<file path="src/rtl/freq_div_pkg.sv">
// Shared types and helpers for the multi-channel frequency divider.
package freq_div_pkg;

  localparam int DIV_W_DEF   = 8;
  localparam int DEF_DIV_DEF = 13;
  localparam int DIV_W_MAX   = 16;

  typedef logic [DIV_W_MAX-1:0] div_t;

  typedef struct packed {
    div_t cnt;
    div_t active_div;
    div_t shadow_div;
    logic pend;
  } ch_state_t;

  // Number of counts the square wave stays high: (D+1)>>1, carry kept so D=max is safe.
  function automatic div_t half_div(input div_t d);
    logic [DIV_W_MAX:0] s;
    s = {1'b0, d} + (DIV_W_MAX+1)'(1);
    return s[DIV_W_MAX:1];
  endfunction

endpackage

</file>
<file path="src/rtl/freq_div_channel.sv">
// One modulo-D divider channel: counter, shadow divisor, registered tick and square wave.
module freq_div_channel
  import freq_div_pkg::*;
#(
  parameter int DIV_W   = DIV_W_DEF,
  parameter int DEF_DIV = DEF_DIV_DEF
) (
  input  logic             clk,
  input  logic             rst,
  input  logic             pre_tick,
  input  logic             en,
  input  logic             load,
  input  logic [DIV_W-1:0] div,
  input  logic             sync,
  output logic             tick,
  output logic             sq,
  output logic             pend
);

  ch_state_t st, st_nxt;
  logic      tick_nxt, sq_nxt;
  logic      idle, wrap, apply;
  div_t      div_ext;

  assign div_ext = div_t'(div);
  assign idle    = !en || (st.active_div == '0);
  assign wrap    = pre_tick && !idle && (st.cnt == st.active_div - div_t'(1));
  // A new divisor may only take effect at a period boundary or when nothing is counting.
  assign apply   = wrap || idle || sync;

  always_comb begin
    st_nxt = st;
    if (idle || sync) begin
      st_nxt.cnt = '0;
    end else if (pre_tick) begin
      st_nxt.cnt = wrap ? '0 : st.cnt + div_t'(1);
    end

    if (load) begin
      st_nxt.shadow_div = div_ext;
      if (apply) begin
        st_nxt.active_div = div_ext;
        st_nxt.pend       = 1'b0;
      end else begin
        st_nxt.pend       = 1'b1;
      end
    end else if (st.pend && apply) begin
      st_nxt.active_div = st.shadow_div;
      st_nxt.pend       = 1'b0;
    end

    tick_nxt = wrap && !sync;
    sq_nxt   = en && (st_nxt.active_div != '0) &&
               (st_nxt.cnt < half_div(st_nxt.active_div));
  end

  always_ff @(posedge clk or posedge rst) begin
    if (rst) begin
      st.cnt        <= '0;
      st.active_div <= div_t'(DEF_DIV);
      st.shadow_div <= div_t'(DEF_DIV);
      st.pend       <= 1'b0;
      tick          <= 1'b0;
      sq            <= 1'b0;
    end else begin
      st   <= st_nxt;
      tick <= tick_nxt;
      sq   <= sq_nxt;
    end
  end

  assign pend = st.pend;

endmodule

</file>
<file path="src/rtl/freq_divider_n.sv">
// Multi-channel programmable frequency divider: shared power-of-two prescaler feeding
// N_CH modulo-D channels. Define FREQ_DIV_SYNC_EN to add the sync_i phase-align input.
module freq_divider_n
  import freq_div_pkg::*;
#(
  parameter int N_CH     = 2,
  parameter int PRE_BITS = 13,
  parameter int DIV_W    = DIV_W_DEF,
  parameter int DEF_DIV  = DEF_DIV_DEF
) (
  input  logic                  clk,
  input  logic                  rst,
  input  logic [N_CH-1:0]       en_i,
  input  logic [N_CH-1:0]       load_i,
  input  logic [N_CH*DIV_W-1:0] div_i,
`ifdef FREQ_DIV_SYNC_EN
  input  logic                  sync_i,
`endif
  output logic [N_CH-1:0]       tick_o,
  output logic [N_CH-1:0]       sq_o,
  output logic [N_CH-1:0]       pend_o
);

  logic pre_tick;
  logic sync;

`ifdef FREQ_DIV_SYNC_EN
  assign sync = sync_i;
`else
  assign sync = 1'b0;
`endif

  generate
    if (PRE_BITS == 0) begin : g_no_pre
      assign pre_tick = 1'b1;
    end else begin : g_pre
      logic [PRE_BITS-1:0] pre_cnt;

      always_ff @(posedge clk or posedge rst) begin
        if (rst) begin
          pre_cnt <= '0;
        end else if (sync) begin
          pre_cnt <= '0;
        end else begin
          pre_cnt <= pre_cnt + PRE_BITS'(1);
        end
      end

      assign pre_tick = &pre_cnt;
    end
  endgenerate

  generate
    for (genvar k = 0; k < N_CH; k++) begin : g_ch
      freq_div_channel #(
        .DIV_W   (DIV_W),
        .DEF_DIV (DEF_DIV)
      ) u_ch (
        .clk      (clk),
        .rst      (rst),
        .pre_tick (pre_tick),
        .en       (en_i[k]),
        .load     (load_i[k]),
        .div      (div_i[k*DIV_W +: DIV_W]),
        .sync     (sync),
        .tick     (tick_o[k]),
        .sq       (sq_o[k]),
        .pend     (pend_o[k])
      );
    end
  endgenerate

endmodule

</file>
<file path="config.mk">
export PLATFORM = sky130hd
export DESIGN_NAME = freq_divider_n
export DESIGN_NICKNAME = d
export VERILOG_FILES = /design/src/rtl/freq_div_pkg.sv /design/src/rtl/freq_div_channel.sv /design/src/rtl/freq_divider_n.sv
export SDC_FILE = /design/constraint.sdc
export NUM_CORES = 1
export LEC_CHECK = 0
export BUFFER_PORTS_ARGS = -buffer_cell sky130_fd_sc_hd__buf_2
export CORE_MARGIN = 3
export CORE_UTILIZATION = 28
export CTS_CLUSTER_DIAMETER = 30
export DETAILED_ROUTE_END_ITERATION = 6
export PLACE_DENSITY_LB_ADDON = 0.25
export SLEW_MARGIN = 20
export SYNTH_ARGS = -nofsm -noshare
export SYNTH_HDL_FRONTEND = slang
export SYNTH_SLANG_ARGS = --single-unit
</file>
<file path="constraint.sdc">
create_clock -name clk -period 7.3 [get_ports clk]
set_input_delay 1.46 -clock clk [delete_from_list [all_inputs] [get_ports clk]]
set_output_delay 1.46 -clock clk [all_outputs]
set_load 0.05 [all_outputs]
</file>
* After elaboration in Yosys (flattened, before gate mapping)
Index checks and enable logic that the tools add are counted.
** Word-level totals
- Register bits after elaboration :: 99
** Cells by class
- Add/subtract/negate cells :: 7
- Magnitude comparators :: 2
- Equal/unequal tests :: 2
- Muxes and demuxes :: 18
- Reductions and logical operators :: 25
** Operators by type and width (number)
- two-way mux 16 bit :: 12
- adder 16 x 1 -> 17 bit (second input constant) :: 2
- adder 16 x 1 -> 16 bit (second input constant) :: 2
- == test 16 bit :: 2
- logical NOT 16 bit :: 2
- < comparator 16 bit :: 2
- nonzero test 16 bit :: 2
- subtractor 16 x 1 -> 16 bit (second input constant) :: 2
- adder 13 x 1 -> 13 bit (second input constant) :: 1
- AND reduction 13 bit :: 1
- logical AND 1 bit :: 10
- two-way mux 1 bit :: 6
- logical NOT 1 bit :: 4
- logical OR 1 bit :: 4
- nonzero test 2 bit :: 2

* Depth between registers and ports, before layout
- Word-level depth :: 12
- Depth in mapped cells :: 27
- Mapped depth without buffers :: 25

* By module
Synthesis repeated with hierarchy kept, for this count alone.
** Unflattened totals
- Cells, all modules :: 800
- Area total of the unflattened synthesis :: 7262.0 µm²
** Modules (own cells, without submodules)
- freq_div_channel :: times used 2, cells an instance 376, area an instance 3345.7 µm², seq. area each 1083.5 µm²
- freq_divider_n :: times used 1, cells an instance 48, area an instance 570.5 µm², seq. area each 325.3 µm²

* Least setup slack after synthesis
Ideal clock, no wire load.
- Path type :: reg-to-reg
- From :: register g_ch[0].u_ch.st[17] (netlist bit)
- To :: register g_ch[0].u_ch.sq
- Setup time :: 0.094 ns
- Arrival :: 5.237 ns
- Data required time :: 7.206 ns
- Path slack :: 1.970 ns
- Cell stages (with the launch flop) :: 28
- Path buffers :: 3
- Clock period less this slack :: 5.330 ns
- Path through :: dfstp_2 -> buf_6 -> inv_1 -> ha_1 -> nor3b_1 -> nand3_1 -> or3_1 -> o211a_1 -> a2111o_1 -> a21oi_4 -> buf_6 -> buf_4 -> o22ai_1 -> inv_1 -> ha_1 -> o221ai_2 -> nor4_2 -> xnor2_1 -> ha_1 -> a21o_1 -> a21o_1 -> a21o_1 -> a21o_1 -> a21oi_1 -> nor2b_1 -> o21ai_0 -> nand3b_1 -> a211oi_1
** RTL lines
- from (decl) :: line freq_div_channel.sv:20 : ch_state_t st, st_nxt;
- from (signal assigned) :: line freq_div_channel.sv:66 : st <= st_nxt;
- to (signal assigned) :: line freq_div_channel.sv:68 : sq <= sq_nxt;
- to (decl) :: line freq_div_channel.sv:16 : output logic sq,

==> impl_metrics.yaml <==
run_status:
  status: "completed"
floorplan:
  io_pins: 28
  die_area_um2: 28500
  die_h_um: 169
  start_util_pct: 28.9
  fp-row-count: 58
  core_um2: 25600
  die_w_um: 169
global_routing:
  grt_max_degree: 67
  grt_pass1_vias: 5869
  grt_first_pass_wirelength_um: 32100
  grt_overflow: 0
  track_usage_pct: 14.0
  antenna_found_initial: 0
critical_path:
  endpoint: "g_ch[0].u_ch.sq$_DFF_PP0_"
  critPathLaunchType: "register"
  critPathMaxFanout: 21
  cp.arrival_ns: 6.63
  reg2reg_to: "g_ch[0].u_ch.sq$_DFF_PP0_"
  r2r-start: "g_ch[0].u_ch.st[18]$_DFF_PP0_"
  cp.required_ns: 7.57
  rr_worst_depth: 25
  crit_path_end_kind: "register"
  crit_start: "g_ch[0].u_ch.st[18]$_DFF_PP0_"
  crit_type: "reg -> reg"
  regToRegSetupSlack_ns: 0.94
synthesis:
  netlist_area_um2: 7410
  synth_seq_cells: 99
  ys_warn_count: 0
  synth_edf_count: 0
  netlist_instances: 822
  postSynth.asyncResetShare_pct: 100
  synth_top_area_share_pct: 29.4
  synth.most_common_cell: "nor2_1"
  ys_types: 85
  syn_avg_cell_area_um2: 9.02
  synthFlopType: "dfrtp_1"
  ys_seq_area_share_pct: 33.6
  synth_commonest_cells: "nor2_1, dfrtp_1, xnor2_1"
  synth_top_cell_by_area: "dfrtp_1"
  synth_top_cells_by_area: "dfrtp_1, xnor2_1, ha_1, xor2_1, nor2_1"
  syn_nets: 883
sta:
  slew_viol_final: 0
  finalSetupViolCount: 0
  timing.final.hold_violations: 0
  tns_ns: 0
  whs_ns: 0.473
  tightestPinTransition_ns: 0.878
  finalClockSkew_ns: 0.00953
  grt_setup_unrepaired: "no"
  finalCriticalPeriod_ns: 6.36
  slew_headroom_pct: 41.4
  timing.final.crit_share_pct: 87.1
  fmax_mhz: 157
detailed_routing:
  vias: 6030
  antenna_left: 0
  vias_per_cell: 5.19
  avgRoutedWirePerCell_um: 16.8
  drtIter0Drc: 368
  drt_wl_total_um: 19500
  firstDrtPassIters: 5
  drc: 0
layout:
  fin_area_um2: 8090
  multiInputGateArea_um2: 4600
  final.fill_count: 2707
  layout-drive-gt1-share_pct: 13.5
  antenna_cells: 0
  nNetsFinal: 887
  area_delta_synth_final_pct: 9.13
  regArea_um2: 2490
  final_core_util_pct: 31.6
clocking:
  clock_path_buffers: 2
  clock_latency_ns: 0.36
  root_buffer: "clkbuf_16"
  postCtsHoldBufs: 0
  cts_tree: "done"
  clkSlewWorstSetupHoldPaths_ns: 0.08
  cts_num_sinks: 99
  postCtsSetupRepairBufs: 0
  cts_resized: 0
  htree_levels: 3
  cts_buffers: 9
power:
  ir_drop_mv: 0.103
  p_leak_nw: 3.43
  powerDensity_nw_per_um2: 171
placed_design:
  port_buffers: 27
  postPlaceCellArea_um2: 7810
  hpwl_um: 14800
  globalplace.congestion: 0.851
run:
  maxCapViolations: 0
min_path:
  min_path_type: "reg -> reg"
## area by class of cell
type,count,share of cell area [%]
Sequential cell,99,30.8
Tap cell,330,5.10
Inverter,28,1.33
Timing Repair Buffer,35,2.41
Clock inverter,6,0.603
Multi-Input combinational cell,653,56.9
Clock buffer,10,2.83
## layout by cell type, fill, tap and decap left out, types with 6 or more instances in the layout
| master | count |
|---|---|
| nor2_1 | 94 |
| dfrtp_1 | 87 |
| xnor2_1 | 56 |
| nand2_1 | 48 |
| xor2_1 | 41 |
| ha_1 | 39 |
| a21oi_1 | 35 |
| nor3_1 | 27 |
| buf_2 | 27 |
| inv_1 | 26 |
| nand3_1 | 26 |
| o21ai_0 | 25 |
| nand4_1 | 21 |
| mux2_2 | 19 |
| and2_1 | 18 |
| a21o_1 | 17 |
| and3_1 | 15 |
| dfstp_2 | 12 |
| nor4_1 | 11 |
| o22ai_1 | 11 |
| nor2b_1 | 10 |
| clkbuf_16 | 9 |
| buf_4 | 8 |
| mux2i_1 | 7 |
| o22a_1 | 7 |
| a31oi_1 | 6 |
| a22oi_1 | 6 |
| o211ai_1 | 6 |
## flip-flops by register name, indices dropped and copies added, names as in the netlist
name            count
g_pre.pre_cnt      13
g_ch.u_ch.pend      2
g_ch.u_ch.st       80
g_ch.u_ch.sq        2
g_ch.u_ch.tick      2
## layer usage
metal	part of all wire, %	up-vias	track usage, %
met5	0	-	0
met4	1.6	0	3.24
met3	4.4	25	3.25
met2	44	143	21.9
met1	50	2866	19.7
li1	-	2996	-
## worst min-delay path by stage
stage	from	to	slack (ns)	cells past startpoint
3_5_place_dp	g_pre.pre_cnt[10]$_DFF_PP0_	g_pre.pre_cnt[10]$_DFF_PP0_	0.46	1
3_3_place_gp	g_pre.pre_cnt[0]$_DFF_PP0_	g_pre.pre_cnt[0]$_DFF_PP0_	0.45	1
6_report	g_pre.pre_cnt[6]$_DFF_PP0_	g_pre.pre_cnt[6]$_DFF_PP0_	0.47	1
2_1_floorplan	g_pre.pre_cnt[0]$_DFF_PP0_	g_pre.pre_cnt[0]$_DFF_PP0_	0.43	1
4_1_cts	g_pre.pre_cnt[10]$_DFF_PP0_	g_pre.pre_cnt[10]$_DFF_PP0_	0.48	1
5_1_grt	g_pre.pre_cnt[0]$_DFF_PP0_	g_pre.pre_cnt[0]$_DFF_PP0_	0.50	1
## stage by stage
stage	cells	worst slack (ns)	total power, mW
CTS	1161	0.919	1.40
global route	1161	0.401	1.47
detailed placement	1145	0.980	0.920
finish	1161	0.942	1.38
global placement	1145	1.01	0.919
floorplan	822	1.97	0.842
## logic make-up (layout without fill, tap and decap cells)
| group | Yosys count | in the layout | synth area share, % |
|---|---|---|---|
| compound gates | 172 | 172 | 17.2 |
| xor+xnor | 97 | 97 | 11.5 |
| fa+ha+maj | 39 | 39 | 6.58 |
| buf+inv | 70 | 79 | 4.27 |
| flops | 99 | 99 | 33.6 |
| mux | 26 | 26 | 3.83 |
| simple gates | 319 | 319 | 23.0 |
## worst max-delay path, stage by stage, from the launching register on
cell      delay, ns
dfrtp_1        0.46
inv_1          0.13
ha_1           0.28
nor3b_1        0.69
nand3_1        0.32
or3_1          0.44
o211a_1        0.17
a2111o_1       0.52
a21oi_4        0.21
buf_4          0.29
o22ai_1        0.14
inv_1          0.10
ha_1           0.19
o221ai_2       0.21
nor4_2         0.31
xnor2_1        0.17
ha_1           0.27
a21o_1         0.18
a21o_1         0.17
a21o_1         0.18
a21o_1         0.17
a21oi_1        0.15
nor2b_1        0.06
o21ai_0        0.16
nand3b_1       0.09
a211oi_1       0.20
## where the power goes
part / total, mW / internal (mW) / switching (mW)
Combinational: 0.285 / 0.112 / 0.172
Sequential: 0.625 / 0.579 / 0.0462
Clock: 0.471 / 0.236 / 0.235
Note: power is estimated with default switching activity, not from simulation.
